[src/rtl/shift_xfer_pkg.sv]
// Shared types and helpers for the shift_xfer multi-lane shift engine.
package shift_xfer_pkg;

   typedef enum logic [1:0] {
      LANE_X1   = 2'd0,
      LANE_X2   = 2'd1,
      LANE_X4   = 2'd2,
      LANE_RSVD = 2'd3
   } lane_mode_e;

   typedef enum logic {
      ST_IDLE  = 1'b0,
      ST_SHIFT = 1'b1
   } state_e;

   // Bits moved per shift step for a lane mode, clamped to the physical lane count.
   // The reserved mode behaves as single-lane.
   function automatic int lane_step(input lane_mode_e mode, input int max_lanes);
      int s;
      case (mode)
         LANE_X2: s = 2;
         LANE_X4: s = 4;
         default: s = 1;
      endcase
      return (s > max_lanes) ? max_lanes : s;
   endfunction

endpackage

[src/rtl/shift_xfer.sv]
// shift_xfer: full-duplex 1/2/4-lane shift engine with programmable length.
// Transmit data leaves from the register top while received lane bits enter
// at the bottom, so rx_data ends up holding the received word right-aligned.
// Optional build macro SHIFT_XFER_LSB_FIRST_EN adds a lsb_first input that
// reverses the shift direction (transmit from bit 0, receive into the top).
module shift_xfer
   import shift_xfer_pkg::*;
#(
   parameter  int SIZE      = 32,
   parameter  int MAX_LANES = 4,
   localparam int CNT_W     = $clog2(SIZE + 1)
) (
   input  logic                 clk,
   input  logic                 rst,
   input  logic                 start,
   input  logic [SIZE-1:0]      tx_data,
   input  logic [CNT_W-1:0]     len,
   input  logic [1:0]           mode,
`ifdef SHIFT_XFER_LSB_FIRST_EN
   input  logic                 lsb_first,
`endif
   input  logic                 se,
   input  logic [MAX_LANES-1:0] rx_lanes,
   output logic [MAX_LANES-1:0] dout,
   output logic [SIZE-1:0]      rx_data,
   output logic                 busy,
   output logic                 done,
   output logic                 lst_cycle
);

   localparam logic [CNT_W-1:0] SIZE_C = CNT_W'(SIZE);

   state_e               state_q, state_d;
   logic [SIZE-1:0]      reg_q, reg_d;
   logic [CNT_W-1:0]     cnt_q, cnt_d;
   logic [CNT_W-1:0]     step_q, step_d;
   logic                 lsb_q, lsb_d;
   logic                 done_q, done_d;

   logic [CNT_W-1:0]     step_in_s;
   logic [CNT_W-1:0]     len_min_s;
   logic [CNT_W-1:0]     len_eff_s;
   logic                 lsb_in_s;
   logic [MAX_LANES-1:0] lane_mask_s;
   logic [SIZE-1:0]      rx_ext_s;
   logic [SIZE-1:0]      shift_msb_s;
   logic [SIZE-1:0]      shift_lsb_s;
   logic [SIZE-1:0]      top_s;

`ifdef SHIFT_XFER_LSB_FIRST_EN
   assign lsb_in_s = lsb_first;
`else
   assign lsb_in_s = 1'b0;
`endif

   // Requested step and effective length: clamp to SIZE, round down to a step multiple.
   assign step_in_s = CNT_W'(lane_step(lane_mode_e'(mode), MAX_LANES));
   assign len_min_s = (len > SIZE_C) ? SIZE_C : len;
   assign len_eff_s = len_min_s & ~(step_in_s - CNT_W'(1));

   // Active-lane mask for the latched step; unused lanes are forced to zero.
   always_comb begin
      lane_mask_s = '0;
      for (int i = 0; i < MAX_LANES; i++) begin
         lane_mask_s[i] = (CNT_W'(i) < step_q);
      end
   end

   // Shifted register images for both directions; rx_lanes[step-1] lands highest.
   assign rx_ext_s    = SIZE'(rx_lanes & lane_mask_s);
   assign shift_msb_s = (reg_q << step_q) | rx_ext_s;
   assign shift_lsb_s = (reg_q >> step_q) | (rx_ext_s << (SIZE_C - step_q));
   assign top_s       = reg_q >> (SIZE_C - step_q);

   // State register.
   always_ff @(posedge clk or posedge rst) begin
      if (rst) begin
         state_q <= ST_IDLE;
      end else begin
         state_q <= state_d;
      end
   end

   // Next-state logic: a non-empty start enters SHIFT, the final step returns to IDLE.
   always_comb begin
      state_d = state_q;
      case (state_q)
         ST_IDLE: begin
            if (start && (len_eff_s != '0)) state_d = ST_SHIFT;
            else                            state_d = ST_IDLE;
         end
         ST_SHIFT: begin
            if (se && (cnt_q == step_q)) state_d = ST_IDLE;
            else                         state_d = ST_SHIFT;
         end
         default: state_d = ST_IDLE;
      endcase
   end

   // Datapath next values: load on idle start, shift and count down on se while busy.
   always_comb begin
      reg_d  = reg_q;
      cnt_d  = cnt_q;
      step_d = step_q;
      lsb_d  = lsb_q;
      done_d = 1'b0;
      case (state_q)
         ST_IDLE: begin
            if (start) begin
               reg_d  = tx_data;
               cnt_d  = len_eff_s;
               step_d = step_in_s;
               lsb_d  = lsb_in_s;
               done_d = (len_eff_s == '0);
            end else begin
               done_d = 1'b0;
            end
         end
         ST_SHIFT: begin
            if (se) begin
               reg_d  = lsb_q ? shift_lsb_s : shift_msb_s;
               cnt_d  = cnt_q - step_q;
               done_d = (cnt_q == step_q);
            end else begin
               done_d = 1'b0;
            end
         end
         default: done_d = 1'b0;
      endcase
   end

   // Datapath registers.
   always_ff @(posedge clk or posedge rst) begin
      if (rst) begin
         reg_q  <= '0;
         cnt_q  <= '0;
         step_q <= '0;
         lsb_q  <= 1'b0;
         done_q <= 1'b0;
      end else begin
         reg_q  <= reg_d;
         cnt_q  <= cnt_d;
         step_q <= step_d;
         lsb_q  <= lsb_d;
         done_q <= done_d;
      end
   end

   // Outputs: status flags and the lane mux off the register edge being shifted out.
   always_comb begin
      busy      = (state_q == ST_SHIFT);
      lst_cycle = (state_q == ST_SHIFT) && (cnt_q == step_q);
      done      = done_q;
      rx_data   = reg_q;
      if (lsb_q) dout = reg_q[MAX_LANES-1:0] & lane_mask_s;
      else       dout = top_s[MAX_LANES-1:0] & lane_mask_s;
   end

endmodule

[config.mk]
export PLATFORM = sky130hd
export DESIGN_NAME = shift_xfer
export DESIGN_NICKNAME = d
export VERILOG_FILES = /design/src/rtl/shift_xfer_pkg.sv /design/src/rtl/shift_xfer.sv
export SDC_FILE = /design/constraint.sdc
export NUM_CORES = 1
export LEC_CHECK = 0
export CAP_MARGIN = 20
export CORE_ASPECT_RATIO = 0.8
export CORE_MARGIN = 1
export CORE_UTILIZATION = 40
export DETAILED_ROUTE_END_ITERATION = 7
export PLACE_DENSITY = 0.77
export SETUP_SLACK_MARGIN = 0.1
export SLEW_MARGIN = 20
export SYNTH_ARGS = -nofsm -noshare
export SYNTH_HDL_FRONTEND = slang
export SYNTH_SLANG_ARGS = --single-unit
[constraint.sdc]
create_clock -name clk -period 7.6 [get_ports clk]
set_clock_uncertainty 0.15 [all_clocks]
set_input_delay 2.28 -clock clk [delete_from_list [all_inputs] [get_ports clk]]
set_output_delay 2.28 -clock clk [all_outputs]
set_load 0.02 [all_outputs]
Yosys cells after proc, flatten, opt, wreduce, memory -nomap -nowiden

Index checks and enable logic that the tools add are counted.

$add $sub $neg: 3
Order comparisons: 6
Equal/unequal tests: 5
Shift operators: 2
Multiplexer cells: 15
Bitwise logic cells: 6
Reduce and logical (&&, ||, !) cells: 7

Operators by type and width:

| kind                  | count |
|---|---|
| $mux W32              | 2 |
| $pmux W32 S2          | 1 |
| $gt A32 B4 Y1 const B | 1 |
| $or A32 B4 Y32        | 1 |
| $shl A32 B6 Y32       | 1 |
| $shr A32 B6 Y4        | 1 |
| $mux W6               | 4 |
| $lt A1 B6 Y1 const A  | 2 |
| $lt A2 B6 Y1 const A  | 2 |
| $pmux W6 S2           | 1 |
| $and A4 B4 Y4         | 2 |
| $and A6 B6 Y6         | 1 |
| $eq A6 B6 Y1          | 1 |
| $gt A6 B6 Y1 const B  | 1 |
| $logic_not A6 Y1      | 1 |
| $not A6 Y6            | 1 |
| $pmux W3 S2           | 1 |
| $reduce_bool A6 Y1    | 1 |
| $sub A6 B1 Y6 const B | 1 |
| $sub A6 B6 Y6         | 1 |
| $sub A6 B6 Y6 const A | 1 |
| $mux W1               | 4 |
| $ne A2 B2 Y1 const B  | 2 |
| $pmux W1 S2           | 2 |
| other kinds (5)       | 8 |

Flip-flop bits (word level): 46
Input bits: 48
Logic and storage cells: 49

Logic depth before layout (Yosys ltp)

Depth in word-level cells: 11
Mapped depth: 10
Mapped depth without buffers: 7

Worst setup path before layout

OpenSTA, ideal clock, no wires.

Path type: register -> output
From: reg step_q[1]
To: out dout[0]
Data arrival time: 2.569 ns
Setup slack: 2.601 ns
Cell stages (with the launch flop): 9
Path through: dfrtp_1 inv_1 buf_2 buf_4 ha_1 ha_1 clkbuf_1 mux4_2 a211oi_2

Longest elaborated chain between the ends: 3
Elaborated cells between the ends (all ways): 4
Classes of those cells: 1 x add/sub; 1 x order compare; 1 x shift; 1 x bitwise

RTL lines:

| item                     | line              | text |
|---|---|---|
| start: declaration       | shift_xfer.sv:36  | `logic [CNT_W-1:0] step_q, step_d;` |
| start signal: assignment | shift_xfer.sv:143 | `step_q <= step_d;` |
| $sub A6 B6 Y6            | shift_xfer.sv:73  | `assign top_s = reg_q >> (SIZE_C - step_q);` |
| $shr A32 B6 Y4           | shift_xfer.sv:73  |  |
| $and A4 B4 Y4 *          | shift_xfer.sv:156 | `else dout = top_s[MAX_LANES-1:0] & lane_mask_s;` |
| end: declaration         | shift_xfer.sv:24  | `output logic [MAX_LANES-1:0] dout,` |

Every way passes the cells marked *; elsewhere a longest branch is shown, timed or not.

Worst setup path in the final report

From: reg step_q[1]
To: out dout[1]

Same word-level chain as after synthesis.

==> impl_metrics.tcl <==
set metrics [dict create \
    detail_route.iter0.violations 477 \
    tns_ns 0 \
    fin_nets 540 \
    syn_inst 418 \
    hold_violations 0 \
    synth_nets 475 \
    viasPerCell 6.33 \
    ys_ff_latch 43 \
    fmax_mhz 162 \
    synth_edf_count 0 \
    finalSetupViolations 0 \
    synth.avg_cell_area_um2 8.70 \
    drv_cap 0 \
    antenna_found_initial 0 \
    std_cell_rows 30 \
    worst-path-max-fanout 28 \
    grt_pass1_wl_um 19300 \
    grt_pass1_vias 3743 \
    syn_to_final_growth_pct 26.6 \
    cts_tree "yes" \
    worst-setup-path-type "register to primary output" \
    ctsHoldBuffers 0 \
    coreArea_mm2 0.00863 \
    final_common_cell "clkdlybuf4s50_1" \
    io_buffers 86 \
    wirelength_um 11900 \
    overflow 0 \
    die_h_um 87.3 \
    fillers 781 \
    synth_warnings 0 \
    preCtsSetupSlack_ns 1.78 \
    multi_input_area_mm2 0.00230 \
    power_density_mw_per_mm2 538 \
    cp_data_required_time_ns 5.17 \
    cts_buffers 5 \
    critPathLaunchType "register" \
    cts.htree.levels 2 \
    initial_core_util 0.421 \
    fp.dieW_um 109 \
    reg2reg_depth 7 \
    crit_chain "inv_1 -> ha_1 -> mux4_2 -> mux2_2 -> nand3_1 -> o31ai_1 -> clkdlybuf4s50_1" \
    grt_max_degree 48 \
    p_leak_nw 1.88 \
    root_buffer "clkbuf_16" \
    min_period_over_period 0.813 \
    ioPinCount 87 \
    dr.pass1.iters 6 \
    total_power_mw 2.48 \
    dieArea_mm2 0.00947 \
    cp_top_family "flip-flops" \
    worstHoldPathCells 2 \
    path_clk_slew_ns 0.06 \
    period_needed_ns 6.18 \
    cts_buffer_depth 2 \
    synth-seq-area-share 0.296 \
    vdd_drop_max_v 0.000259 \
    path_depth 7 \
    path_buf_inv 2 \
    vias 3772 \
    outcome "finished, final reports clean" \
    tightest_slew_ns 1.04 \
    max_stage_delay_ns 0.97 \
    wl_per_cell_um 20.0 \
    netlist_area_mm2 0.00363 \
    synthDistinctLibCells 55 \
    rsz0062_at_grt "no" \
    cts_resized 0 \
    hpwl_um 8590 \
    slew_violations 0 \
    critPathSlowestCell "dfrtp_1" \
    crit_arrival_ns 3.75 \
    synth_ff_type "dfrtp_1" \
    gr-usage-all-layers 0.266 \
    routabilityCongestion 0.967 \
    hold_path.class "register to register" \
    drc 0 \
    cp-end-kind "primary output" \
    layout_common_cells "clkdlybuf4s50_1 (86), nand2_1 (53), mux2i_1 (48), o21ai_0 (44), dfrtp_1 (42)" \
    slew_headroom 0.306 \
    postCtsSetupBuffers 0 \
    clock_sinks 43 \
    insertion_delay_ns 0.29 \
    async_flop_share 1.00 \
    antenna_cells 0 \
    postLayoutSetupSlackWorst_ns 1.42 \
    register_area_mm2 0.00108 \
    drive_gt1_frac 0.0744 \
    ant_nets 0 \
]
cells by family (layout without fill, tap and decap cells):
group	Yosys count	in the layout	synth area share
buffers and inverters	45	111	0.0702
AND/OR/NAND/NOR	125	125	0.159
AO/OA/AOI/OAI	133	133	0.242
flip-flops	43	43	0.296
adder cells (fa/ha/maj)	9	9	0.0330
XOR/XNOR	1	1	0.00241
multiplexers	62	62	0.197
area by class of cell:
type                            instances  area share
Clock buffer                            6      0.0280
Clock inverter                          2     0.00272
Inverter                               13      0.0106
Multi-Input combinational cell        330       0.501
Sequential cell                        43       0.234
Tap cell                              112      0.0305
Timing Repair Buffer                   90       0.194
worst reg2reg max path: cells and delay by family, from the launching register on:
family	cells	cell delay, ns
and+or+nand+nor	1	0.13
adders and majority gates	1	0.32
DFF	1	0.97
buffers and inverters	2	0.44
AOI/OAI and AO/OA	3	0.80
cells in the mapped netlist (2+ instances only):
library cell,n,area [um2]
or2_1,2,12.5
o31ai_1,4,30.0
dfrtp_1,43,1080
o22ai_1,5,31.3
nand3_1,8,40.0
nor3_1,4,20.0
o21a_1,9,67.6
nand4b_1,2,17.5
mux2i_1,48,480
o211ai_1,2,15.0
and3_1,2,12.5
mux2_2,7,78.8
mux4_2,7,158
buf_6,4,45.0
a31oi_1,16,100
o221ai_1,7,61.3
nor2b_1,3,18.8
buf_12,2,40.0
a211o_1,3,26.3
nor3b_1,2,15.0
buf_2,12,60.1
nand2b_1,8,50.1
nor2_1,29,109
a2bb2oi_1,2,17.5
ha_1,8,100
o21ai_0,44,220
inv_1,12,45.0
a211oi_1,2,15.0
o22a_1,4,35.0
clkbuf_1,10,37.5
and2_1,6,37.5
nand2_1,53,199
o221a_2,7,78.8
a21oi_1,18,90.1
buf_4,2,15.0
o32ai_1,2,17.5
metal layers:
metal  track usage  vias to the layer above  wire (um)
met1         0.381                     1815       5160
li1              -                     1683          -
met2         0.401                      247       5360
met4        0.0823                        0        192
met3        0.0531                       27       1220
met5             0                        -          0
per-stage QoR:
step | std cells | utilization | area, um2 | hold slack [ns]
finish | 596 | 0.533 | 4600 | 0.355
CTS | 596 | 0.533 | 4600 | 0.349
floorplan | 418 | - | 3630 | 0.306
global placement | 588 | 0.517 | 4460 | 0.352
global route | 596 | 0.533 | 4600 | 0.411
detailed placement | 588 | 0.517 | 4460 | 0.337
worst paths after layout:
check | startpoint | end | slack (ns)
max in group asynchronous | rst | step_q[0] | 4.61
worst min register to register | cnt_q[2] | cnt_q[2] | 0.36
worst max-delay path | step_q[1] | dout[1] | 1.42
min in group asynchronous | rst | step_q[2] | 2.28
worst min-delay path | cnt_q[2] | cnt_q[2] | 0.36
worst max register to register | step_q[1] | cnt_q[3] | 4.70
report_power, final:
| group | total (mW) | internal (mW) | switching, mW |
|---|---|---|---|
| Sequential | 0.564 | 0.344 | 0.220 |
| Combinational | 1.70 | 0.772 | 0.927 |
| Clock | 0.215 | 0.121 | 0.0934 |
state kept, by name, indices dropped and copies added, names as in the netlist:
name	count
busy	1
step_q	3
done	1
rx_data	32
cnt_q	6
Note: power is estimated with default switching activity, not from simulation.
